==> src/rtl/demux4_router_if.sv <==
// demux4_router producer/consumer bundle.
// The router takes the slave side; producer and consumers the master side.
interface demux4_router_if #(
    parameter int WIDTH = 32
);
    logic [WIDTH-1:0] In;
    logic [1:0]       Sel;
    logic             InValid;
    logic             InReady;
    logic [WIDTH-1:0] Out0;
    logic [WIDTH-1:0] Out1;
    logic [WIDTH-1:0] Out2;
    logic [WIDTH-1:0] Out3;
    logic [3:0]       OutValid;
    logic [3:0]       OutReady;

    modport master (
        output In,
        output Sel,
        output InValid,
        output OutReady,
        input  InReady,
        input  Out0,
        input  Out1,
        input  Out2,
        input  Out3,
        input  OutValid
    );

    modport slave (
        input  In,
        input  Sel,
        input  InValid,
        input  OutReady,
        output InReady,
        output Out0,
        output Out1,
        output Out2,
        output Out3,
        output OutValid
    );
endinterface

==> src/rtl/demux4_router.sv <==
// Buffered 1-to-4 word router, one 2-entry FIFO per destination.
// Optional DEMUX4_ROUTER_STATS_EN adds saturating per-channel push counters.
module demux4_router #(
    parameter int WIDTH = 32
) (
    input  logic clk,
    input  logic rst,
    demux4_router_if.slave bus
`ifdef DEMUX4_ROUTER_STATS_EN
    ,
    output logic [15:0] Stat0,
    output logic [15:0] Stat1,
    output logic [15:0] Stat2,
    output logic [15:0] Stat3
`endif
);

    logic [WIDTH-1:0] data_q [4][2];
    logic [WIDTH-1:0] data_d [4][2];
    logic             wptr_q [4];
    logic             wptr_d [4];
    logic             rptr_q [4];
    logic             rptr_d [4];
    logic [1:0]       cnt_q  [4];
    logic [1:0]       cnt_d  [4];

    logic [3:0] push;
    logic [3:0] pop;
    logic       in_ready;

    // Ready looks only at the selected channel's fill level.
    always_comb begin
        in_ready = (cnt_q[bus.Sel] != 2'd2);
        for (int n = 0; n < 4; n++) begin
            push[n] = bus.InValid && in_ready && (bus.Sel == 2'(n));
            pop[n]  = (cnt_q[n] != 2'd0) && bus.OutReady[n];
        end
    end

    always_comb begin
        data_d = data_q;
        wptr_d = wptr_q;
        rptr_d = rptr_q;
        cnt_d  = cnt_q;
        for (int n = 0; n < 4; n++) begin
            if (push[n]) begin
                data_d[n][wptr_q[n]] = bus.In;
                wptr_d[n] = ~wptr_q[n];
            end
            if (pop[n]) begin
                rptr_d[n] = ~rptr_q[n];
            end
            case ({push[n], pop[n]})
                2'b10:   cnt_d[n] = cnt_q[n] + 2'd1;
                2'b01:   cnt_d[n] = cnt_q[n] - 2'd1;
                default: cnt_d[n] = cnt_q[n];
            endcase
        end
    end

    always_ff @(posedge clk) begin
        if (rst) begin
            for (int n = 0; n < 4; n++) begin
                data_q[n][0] <= '0;
                data_q[n][1] <= '0;
                wptr_q[n]    <= 1'b0;
                rptr_q[n]    <= 1'b0;
                cnt_q[n]     <= 2'd0;
            end
        end else begin
            data_q <= data_d;
            wptr_q <= wptr_d;
            rptr_q <= rptr_d;
            cnt_q  <= cnt_d;
        end
    end

    assign bus.InReady = in_ready;

    always_comb begin
        for (int n = 0; n < 4; n++) begin
            bus.OutValid[n] = (cnt_q[n] != 2'd0);
        end
    end

    assign bus.Out0 = data_q[0][rptr_q[0]];
    assign bus.Out1 = data_q[1][rptr_q[1]];
    assign bus.Out2 = data_q[2][rptr_q[2]];
    assign bus.Out3 = data_q[3][rptr_q[3]];

`ifdef DEMUX4_ROUTER_STATS_EN
    logic [15:0] stat_q [4];
    logic [15:0] stat_d [4];

    // Counters stick at all-ones rather than wrapping.
    always_comb begin
        for (int n = 0; n < 4; n++) begin
            stat_d[n] = stat_q[n];
            if (push[n] && (stat_q[n] != 16'hFFFF)) begin
                stat_d[n] = stat_q[n] + 16'd1;
            end
        end
    end

    always_ff @(posedge clk) begin
        if (rst) begin
            for (int n = 0; n < 4; n++) begin
                stat_q[n] <= 16'd0;
            end
        end else begin
            stat_q <= stat_d;
        end
    end

    assign Stat0 = stat_q[0];
    assign Stat1 = stat_q[1];
    assign Stat2 = stat_q[2];
    assign Stat3 = stat_q[3];
`endif

endmodule

==> src/flat_wrapper.sv <==
// flat-port wrapper written by rule: the top's interface ports become plain ports
module demux4_router_flat 
#(
    parameter int WIDTH = 32
)
  (clk, rst, bus_In, bus_Sel, bus_InValid, bus_OutReady, bus_InReady, bus_Out0, bus_Out1, bus_Out2, bus_Out3, bus_OutValid);
  demux4_router_if #(.WIDTH(WIDTH)) bus_i ();
  input  logic clk;
  input  logic rst;
  input wire logic [$bits(bus_i.In)-1:0] bus_In;
  input wire logic [$bits(bus_i.Sel)-1:0] bus_Sel;
  input wire logic [$bits(bus_i.InValid)-1:0] bus_InValid;
  input wire logic [$bits(bus_i.OutReady)-1:0] bus_OutReady;
  output wire logic [$bits(bus_i.InReady)-1:0] bus_InReady;
  output wire logic [$bits(bus_i.Out0)-1:0] bus_Out0;
  output wire logic [$bits(bus_i.Out1)-1:0] bus_Out1;
  output wire logic [$bits(bus_i.Out2)-1:0] bus_Out2;
  output wire logic [$bits(bus_i.Out3)-1:0] bus_Out3;
  output wire logic [$bits(bus_i.OutValid)-1:0] bus_OutValid;
  assign bus_i.In = bus_In;
  assign bus_i.Sel = bus_Sel;
  assign bus_i.InValid = bus_InValid;
  assign bus_i.OutReady = bus_OutReady;
  assign bus_InReady = bus_i.InReady;
  assign bus_Out0 = bus_i.Out0;
  assign bus_Out1 = bus_i.Out1;
  assign bus_Out2 = bus_i.Out2;
  assign bus_Out3 = bus_i.Out3;
  assign bus_OutValid = bus_i.OutValid;
  demux4_router #(.WIDTH(WIDTH)) u_core (.clk(clk), .rst(rst), .bus(bus_i));
endmodule
==> config.mk <==
export PLATFORM = sky130hd
export DESIGN_NAME = demux4_router_flat
export DESIGN_NICKNAME = d
export VERILOG_FILES = /design/src/rtl/demux4_router_if.sv /design/src/rtl/demux4_router.sv /design/src/flat_wrapper.sv
export SDC_FILE = /design/constraint.sdc
export NUM_CORES = 1
export LEC_CHECK = 0
export CAP_MARGIN = 10
export CORE_MARGIN = 2
export CORE_UTILIZATION = 50
export DETAILED_ROUTE_END_ITERATION = 10
export HOLD_SLACK_MARGIN = 0.05
export PLACE_DENSITY_LB_ADDON = 0.05
export SLEW_MARGIN = 25
export SYNTH_ARGS = -nofsm -noshare
export SYNTH_HDL_FRONTEND = slang
export SYNTH_SLANG_ARGS = --single-unit
==> constraint.sdc <==
create_clock -name clk -period 1.5 [get_ports clk]
set_clock_uncertainty 0.05 [all_clocks]
set_input_delay 0.225 -clock clk [delete_from_list [all_inputs] [get_ports clk]]
set_output_delay 0.225 -clock clk [all_outputs]
set_load 0.01 [all_outputs]
**Yosys cells after proc, flatten, opt, wreduce, memory -nomap -nowiden**

Index checks and enable logic that the tools add are counted.

- Register bits after elaboration: 272
- Latch bits: 0
- RAM bits: 0
- Memory bits (read-only): 0
- Input bits: 41
- Output and inout port bits: 133
- Word-level logic and storage cells: 123
- Memories: 0

- $add $sub $neg: 8
- $mul: 0
- Div/mod/pow operators: 0
- Magnitude comparators: 13
- Equality and inequality tests: 12
- Shifts and indexed selects: 0
- Muxes and demuxes: 31
- Bitwise gates (word level): 17
- Reduce and logical (&&, ||, !) cells: 22

Operator list:

| kind | count |
|---|---|
| 32-bit 2-to-1 mux | 16 |
| 64-bit bitwise mux | 4 |
| 32-bit demux with 1-bit select | 4 |
| 2-bit >= comparator, second input constant | 8 |
| 1-bit inverter with 2-bit output | 8 |
| 2-bit one-hot mux with 2 select lines | 4 |
| 2-bit nonzero test | 8 |
| 1-bit logical AND | 13 |
| 2-bit equality test, second input constant | 6 |
| 2-bit by 1-bit equality test with 1-bit output, second input constant | 5 |
| 2-bit by 1-bit adder with 2-bit output, second input constant | 4 |
| 2-bit by 1-bit < comparator with 1-bit output, second input constant | 4 |
| 1-bit inverter | 8 |
| 2-bit by 1-bit subtractor with 2-bit output, second input constant | 4 |
| 2-bit binary-select mux with 2-bit select | 1 |
| 2-bit 2-to-1 mux | 2 |
| 3-bit >= comparator, second input constant | 1 |
| 2-bit inverter with 3-bit output | 1 |
| 2-bit zero test | 1 |
| 2-bit inequality test, second input constant | 1 |

**Longest topological paths before layout**

Gate-level depths: netlist of the first run.

- Word-level depth: 9
- Mapped depth: 7
- Gate-level depth less buffers: 6

**Worst setup path before layout of the first run**

OpenSTA, ideal clock, no wires.

- Path type: register to register
- From: register u_core.cnt_q[4] (netlist bit)
- To: register u_core.cnt_q[5] (netlist bit)
- Library setup time: 0.070 ns
- Data arrival time: 1.427 ns
- Required time: 1.380 ns
- Setup slack: -0.047 ns
- Cell stages (with the launch flop): 6
- Buffers on the path: 0
- Period minus slack after synthesis: 1.547 ns
- Path through: dfxtp_1 nand2b_1 nand3_1 ha_1 or3_1 a21oi_1

- Word-level cells in the longest chain between the ends: 8
- Elaborated cells on any way between the ends: 14
- Those cells by class: add/sub: 2; eq/ne: 3; mux: 4; reduce/logical: 5

Ends and longest elaborated chain:

| element | line | RTL |
|---|---|---|
| start: declaration | demux4_router.sv:24 | `logic [1:0] cnt_q [4];` |
| start signal: assignment | demux4_router.sv:74 | `cnt_q <= cnt_d;` |
| 2-bit binary-select mux with 2-bit select | demux4_router.sv:33 | `in_ready = (cnt_q[bus.Sel] != 2'd2);` |
| 2-bit 2-to-1 mux (implied by the code) (2 in a row) | demux4_router.sv:33 |  |
| 2-bit inequality test | demux4_router.sv:33 |  |
| 1-bit logical AND (2 in a row) | demux4_router.sv:35 | `push[n] = bus.InValid && in_ready && (bus.Sel == 2'(n));` |
| 2-bit by 1-bit equality test with 1-bit output or 2-bit equality test (tied branches) | demux4_router.sv:53 | `case ({push[n], pop[n]})` |
| 2-bit one-hot mux with 2 select lines or 2-bit nonzero test (tied branches) | - |  |

Parallel ways exist; a longest one is shown, timed or not. The select of a mux whose other input is x is not followed.
A chain may end at the register's enable or synchronous reset.

**Worst setup path after layout of the first run**

- From: register u_core.rptr_q[0] (netlist bit)
- To: output bus_Out3[21]

- Word-level cells in the longest chain between the ends: 4

Ends and longest elaborated chain:

| element | line | RTL |
|---|---|---|
| start: declaration | demux4_router.sv:22 | `logic rptr_q [4];` |
| start signal: assignment | demux4_router.sv:73 | `rptr_q <= rptr_d;` |
| 1-bit inverter with 2-bit output (implied by the code) | demux4_router.sv:89 | `assign bus.Out3 = data_q[3][rptr_q[3]];` |
| 32-bit 2-to-1 mux (implied by the code) (3 in a row) | demux4_router.sv:89 |  |
| end: declaration | flat_wrapper.sv:18 | `output wire logic [$bits(bus_i.Out3)-1:0] bus_Out3;` |

No other way between the ends. The select of a mux whose other input is x is not followed.

==> results of run 1 <==
==> power by group <==
part | leakage (µW) | internal (µW) | switching (µW)
Combinational | 0.00563 | 2550 | 1740
Sequential | 0.00221 | 7470 | 181
Clock | 0.000466 | 4200 | 2960
Total | 0.00831 | 14200 | 4880
==> metal layers <==
layer	track usage	share of wire
met2	0.439	0.49
met5	0	0
met4	0.0718	0.024
met1	0.338	0.45
met3	0.0462	0.039
==> what timing repair did <==
item | in CTS | in global routing
hold buffers | 1 | 0
hold endpoints to repair | 4 | 0
gates resized for setup | 871 | 53
pin swaps | 8 | 10
cloned | 18 | 3
setup endpoints to repair | 245 | 270
setup buffers | 36 | 19
==> sequential cells by signal, indices dropped and copies added (netlist names) <==
signal,cells
u_core.rptr_q,4
u_core.wptr_q,4
u_core.cnt_q,8
u_core.data_q,256
==> worst max-delay path, cell delays in order (launching register included) <==
cell,delay [ns]
dfxtp_4,0.37
buf_6,0.13
buf_12,0.13
buf_12,0.12
mux2_4,0.31
buf_6,0.12
==> cell usage after synthesis, types with 2 or more instances <==
cell type | count | area [µm²]
dfxtp_1 | 272 | 5450
mux2_2 | 128 | 1440
buf_2 | 24 | 120
or2_2 | 4 | 25.0
xnor2_1 | 8 | 70.1
mux2i_1 | 256 | 2560
or4_1 | 3 | 22.5
nor2_1 | 8 | 30.0
o21a_1 | 4 | 30.0
or3_1 | 4 | 25.0
ha_1 | 4 | 50.1
buf_4 | 2 | 15.0
nand4_1 | 4 | 25.0
a21oi_1 | 8 | 40.0
xor2_1 | 4 | 35.0
nor2b_1 | 5 | 31.3
buf_6 | 7 | 78.8
o21ai_0 | 4 | 20.0
nand3_1 | 5 | 25.0
clkbuf_1 | 52 | 195
buf_1 | 26 | 97.6
o31ai_1 | 3 | 22.5
nand2b_1 | 293 | 1830
==> stage by stage <==
stage                     hold WS (ns)  setup TNS, ns  setup WS, ns
after floorplan                  0.395        -0.0179       -0.0179
after global placement           0.404        -149.18        -0.630
after detailed placement         0.411        -152.04        -0.640
after CTS                        0.345         -60.12        -0.530
after global routing             0.376         -65.24        -0.528
final                            0.355         -58.56        -0.505
==> final timing paths <==
kind	depth (start not counted)	to	start	slack, ns
setup / recovery	5	bus_Out3[21]	u_core.rptr_q[0]	-0.50
setup reg to reg	6	u_core.data_q[44]	u_core.cnt_q[0]	-0.25
hold reg to reg	2	u_core.data_q[24]	u_core.data_q[24]	0.42
hold / removal	4	u_core.data_q[251]	bus_In[27]	0.36
==> logic make-up (layout without fill, tap and decap cells) <==
kind of cell / after synthesis / after routing / share of synthesized area
buffers and inverters: 113 / 375 / 0.0418
multiplexers: 385 / 385 / 0.327
adder cells (fa/ha/maj): 4 / 4 / 0.00407
AO/OA/AOI/OAI: 20 / 20 / 0.00986
flip-flops: 272 / 272 / 0.443
XOR/XNOR: 12 / 12 / 0.00854
AND/OR/NAND/NOR: 330 / 330 / 0.166
other: 0 / 1 / 0
==> area by class of cell <==
class / instances / share of cell area
Clock buffer: 36 / 0.0441
Inverter: 2 / 0.000424
Clock inverter: 15 / 0.00897
Antenna cell: 1 / 0.000141
Tap cell: 324 / 0.0229
Timing Repair Buffer: 322 / 0.217
Sequential cell: 272 / 0.309
Multi-Input combinational cell: 751 / 0.398
==> reports/results.ini, run 1 <==
[global_route]
antenna_found_initial = 1
grt_max_degree = 58
overflow = 0
grt_first_pass_wirelength_um = 52600
grt_pass1_vias = 9259
track_usage = 0.258

[setup_path]
arrival_ns = 1.73
cp_max_fo = 5
crit_path_end_kind = primary output
worstSetupPathType = flip-flop to primary output
critPathLaunchType = flip-flop
required_ns = 1.22

[clock_tree]
cts_made_buffers = 29
htreeDepth = 1
cts_sinks = 272
cts-root-buf = clkbuf_16
clkLatencyLatePin_ns = 0.54
path_clk_slew_ns = 0.06
clock_path_buffers = 3
cts_tree = done

[sta]
rsz0062_at_grt = yes
min_period_ns = 2.00
fin_ws_ns = -0.505
post-route-period-util = 1.34
tightest_slew_ns = 0.443
hold_violations = 0
slew_headroom = 0.705
max_freq_mhz = 499
slew_viol_final = 0
finalSetupViolCount = 213

[pwr]
power_density_mw_per_mm2 = 1080
ir_worst_vdd_uv = 959
total_power_uw = 19100
p_leak_uw = 0.00831

[place]
routabilityCongestion = 0.770
hpwl_um = 19400
io_buffers = 173
dpl_cell_area_mm2 = 0.0148
dp_cells = 1606

[synth]
synth_area_per_cell_um2 = 10.8
mappedNetlistNets = 1181
synth_cell_types = 31
synth-seq-area-share = 0.443
async_reset_ff_frac = 0
syn-cell-area_mm2 = 0.0123
ys_ff_latch = 272
yosys_warnings = 0
synthFlopType = dfxtp_1
syn_inst = 1136
synth_edf_count = 0

[floorplan]
start_util = 0.507
ioPinCount = 174
core_mm2 = 0.0242
fp.dieW_um = 161
die_area_mm2 = 0.0259
die_height_um = 161
rows = 57

[cells_and_area]
layout_common_cells = nand2b_1, dfxtp_1, mux2i_1, buf_6, mux2_4
fin_nets = 1423
fillers = 1714
register_area_mm2 = 0.00548
finalNonFillerCells = 1723
drive_gt1_frac = 0.361
final_common_cell = nand2b_1
post-route-cell-area_mm2 = 0.0177
multi_input_area_mm2 = 0.00704
area_growth_pct = 44.0
utilization = 0.730

[routing]
route.detailed.drc = 0
viasPerCell = 5.19
wire_per_inst_um = 20.0
drt_first_pass_iters = 5
drt_iter0_markers = 430
vias = 8950
drt.antenna.violating_nets = 0
routed_wl_um = 34500

[run_status]
status = complete, but fails checks
violations = negative setup slack

[worst_hold_path]
hold_path_class = input port to flip-flop

[flow_run]
maxCapViolCount = 0

No activity file was read; power rests on OpenSTA's default activity.
==> run 2, diff against run 1 <==
Settings changed: CORE_UTILIZATION 50 to 59, SLEW_MARGIN 25 to 20.
Clock period 1.5 ns to 2.6 ns, I/O delays scaled along.
==> reports/results.ini, run 2 (synthesis gave the netlist of run 1 again) <==
[run_status]
status = completed

[cells_and_area]
fillers = 1453
multi_input_area_mm2 = 0.00636
top_register = u_core.data_q
finalNonFillerCells = 1552
diodes = 0
final_common_cell = nand2b_1
register_area_mm2 = 0.00545
layout_common_cells = nand2b_1, dfxtp_1, mux2i_1, clkdlybuf4s50_1, mux2_2
post-route-cell-area_mm2 = 0.0152
fin_nets = 1305
drive_gt1_frac = 0.176
area_growth_pct = 23.7
top_regs = u_core.data_q x256, u_core.cnt_q x8
largest_register_ff_count = 256

[pwr]
power_density_mw_per_mm2 = 661
ir_worst_vdd_uv = 505
p_leak_uw = 0.00696
total_power_uw = 10100

[clock_tree]
cts_setup_buffers = 0
cts-root-buf = clkbuf_16
cts_tree = done
clkLatencyLatePin_ns = 0.53
cts_made_buffers = 28
htreeDepth = 1
path_clk_slew_ns = 0.06
clock_path_buffers = 3
cts_sinks = 272

[place]
dp_cells = 1499
hpwl_um = 17700
routabilityCongestion = 0.757
dpl_cell_area_mm2 = 0.0142
io_buffers = 173

[global_route]
grt_first_pass_wirelength_um = 44200
grt_max_degree = 52
track_usage = 0.248
antenna_found_initial = 0
grt_pass1_vias = 8377
overflow = 0

[routing]
route.met3.wl_um = 1200
routed.top_layer = met4
route.detailed.drc = 0
drt_first_pass_iters = 5
wl_met2_um = 13800
wire_per_inst_um = 18.1
vias = 8281
wirelength_met1_um = 12700
routed_wl_um = 28100
drt.antenna.violating_nets = 0
viasPerCell = 5.34
drt_iter0_markers = 353

[sta]
tightest_slew_ns = 0.661
finalSetupViolCount = 0
slew_headroom = 0.559
max_freq_mhz = 393
whs_ns = 0.334
rsz0062_at_grt = no
hold_violations = 0
slew_viol_final = 0
min_period_ns = 2.55
fin_setup_tns_ns = 0
post-route-period-util = 0.979

[setup_path]
crit_path_end_kind = primary output
critPathLaunchType = flip-flop
worstSetupPathType = flip-flop to primary output
arrival_ns = 2.11
required_ns = 2.16
cp_max_fo = 23

[worst_hold_path]
hold_path_class = input port to flip-flop

[floorplan]
fp.dieW_um = 148
rows = 52
ioPinCount = 174
die_height_um = 148
core_mm2 = 0.0204
die_area_mm2 = 0.0220
start_util = 0.604

[flow_run]
maxCapViolCount = 0

## run 2: changes by cell type in the layout (fill, tap and decap cells not counted), sizes merged
cell           before  now
buf               279   32
bufinv              3    4
clkbuf             39   40
clkdlybuf4s50      39  172
clkinv              9    8
clkinvlp            2    0
diode               1    0
dlygate4sd3         1    0
## run 2: layout make-up
type                            count  area share
Clock buffer                       39      0.0541
Clock inverter                     13      0.0113
Inverter                            2    0.000493
Multi-Input combinational cell    751       0.418
Sequential cell                   272       0.358
Tap cell                          270      0.0222
Timing Repair Buffer              205       0.136
## run 2: final timing paths
check	from	endpoint	slack (ns)	depth (start not counted)
max	u_core.rptr_q[2]	bus_Out1[31]	0.05	3
min	rst	u_core.data_q[13]	0.33	3
max reg2reg	u_core.cnt_q[6]	u_core.data_q[248]	0.88	4
min reg2reg	u_core.data_q[68]	u_core.data_q[68]	0.42	2
## run 2: stage by stage
stage               setup slack (ns)   util
floorplan                      0.911      -
global placement               0.215  0.697
detailed placement             0.161  0.697
CTS                          0.00485  0.746
global route                 0.00863  0.748
finish                        0.0547  0.748
## run 2: power by group
group          internal, µW  switching [µW]  total, µW
sequential             4300             104       4410
combinational           739             650       1390
clock                  2610            1660       4260
## run 2: repair_timing
action | CTS | global route
resized for setup | 0 | 4
setup endpoints to repair | 0 | 7
hold buffers | 0 | 0
## run 2: critical path, cell delays in order, from the launching register on
cell	delay (ns)
dfxtp_2	0.32
buf_4	0.33
mux2_2	0.39
clkdlybuf4s50_1	0.52
## run 2: routing by layer
metal / vias up / track usage
li1: 4048 / -
met1: 4025 / 0.323
met5: - / 0
met2: 178 / 0.441
met3: 30 / 0.0340
met4: 0 / 0.0548
==> run 3, diff against run 2 <==
Settings changed: HOLD_SLACK_MARGIN 0.05 to 0.06, REMOVE_ABC_BUFFERS from default to 1.
==> reports/results.ini, run 3 (synthesis gave the netlist of run 1 again) <==
[clock_tree]
clkLatencyLatePin_ns = 0.52
htreeDepth = 1
cts_setup_buffers = 0
cts_made_buffers = 28
cts_hold_buf = 0
cts_sinks = 272
path_clk_slew_ns = 0.06
clock_path_buffers = 3
cts-root-buf = clkbuf_16
cts_tree = done

[cells_and_area]
top_register = u_core.data_q
diodes = 0
fin_nets = 1303
top_regs = u_core.data_q x256, u_core.cnt_q x8
final_common_cell = nand2b_1
drive_gt1_frac = 0.173
layout_common_cells = nand2b_1, dfxtp_1, mux2i_1, clkdlybuf4s50_1, mux2_2
area_growth_pct = 24.0
largest_register_ff_count = 256

[pwr]
p_leak_uw = 0.00696
total_power_uw = 10000
power_density_mw_per_mm2 = 656
ir_worst_vdd_uv = 524

[worst_hold_path]
hold_path_class = input port to flip-flop
hold-path-cell-count = 3

[sta]
slew_headroom = 0.636
rsz0062_at_grt = no
finalSetupViolCount = 0
fin_setup_tns_ns = 0
slew_viol_final = 0
hold_violations = 0
post-route-period-util = 0.976
tightest_slew_ns = 0.546
min_period_ns = 2.54
max_freq_mhz = 394

[setup_path]
worstSetupPathType = flip-flop to primary output
crit_path_end_kind = primary output
arrival_ns = 2.10
required_ns = 2.16
critPathLaunchType = flip-flop
cp_max_fo = 10
rr_worst_depth = 5

[floorplan]
core_mm2 = 0.0204
fp.dieW_um = 148
die_area_mm2 = 0.0220
die_height_um = 148
rows = 52
start_util = 0.604
ioPinCount = 174

[place]
routabilityCongestion = 0.768
io_buffers = 173
hpwl_um = 17600

[routing]
drt_first_pass_iters = 4
viasPerCell = 5.35
wire_per_inst_um = 18.6
vias = 8291
route.detailed.drc = 0
drt.antenna.violating_nets = 0
routed_wl_um = 28800
drt_iter0_markers = 317

[flow_run]
maxCapViolCount = 0

[global_route]
antenna_found_initial = 0
grt_pass1_vias = 8390
track_usage = 0.255
overflow = 0
grt_first_pass_wirelength_um = 45000
grt_max_degree = 83

[run_status]
status = completed

## run 3: changes by cell type in the layout (fill, tap and decap cells not counted), sizes merged
cell | before | now
bufinv | 4 | 3
clkbuf | 40 | 42
clkinvlp | 0 | 1
buf | 32 | 29
clkinv | 8 | 7
## run 3: where the power goes
group | switching (µW) | internal (µW)
Combinational | 659 | 754
Clock | 1640 | 2540
Sequential | 123 | 4300
## run 3: final cells by class
cell class / count / area (µm²)
fillers: 1432 / 5100
flip-flops and latches: 272 / 5460
well taps: 270 / 338
inverters: 2 / 7.51
repair buffers: 203 / 2120
multi-input cells: 751 / 6350
clock buffers: 40 / 837
clock inverters: 12 / 144
## run 3: what timing repair did
item,4_1_cts,5_1_grt
resized for setup,2,2
hold endpoints to repair,0,0
endpoints found under the setup margin,28,4
cloned,0,2
## run 3: per-layer routing
layer / global-route usage / share of wire / vias to the layer above
met5: 0 / 0 / -
met4: 0.0543 / 0.018 / 0
met3: 0.0436 / 0.045 / 34
met2: 0.434 / 0.47 / 175
met1: 0.344 / 0.47 / 4021
li1: - / - / 4061
## run 3: worst max-delay path: stages, from the launching register on
cell and delay, ns:
dfxtp_4 0.45, buf_4 0.25, mux2_2 0.38, clkdlybuf4s50_1 0.48
## run 3: worst paths after layout
kind | slack, ns | endpoint | startpoint
setup / recovery | 0.06 | bus_Out1[17] | u_core.rptr_q[2]
hold reg to reg | 0.42 | u_core.data_q[66] | u_core.data_q[66]
hold / removal | 0.32 | u_core.data_q[89] | rst
setup reg to reg | 0.85 | u_core.cnt_q[3] | u_core.cnt_q[2]
## run 3: stage by stage
step                hold slack [ns]  std cells  worst slack [ns]  instance area, µm²   util
finish                        0.323       1550            0.0631               15300  0.749
global route                  0.341       1550           0.00807               15300  0.749
CTS                           0.315       1548            0.0249               15200  0.747
detailed placement            0.412       1496             0.153               14200  0.698
global placement              0.405       1496             0.179               14200  0.698
floorplan                     0.395       1025             -1.17               11800      -
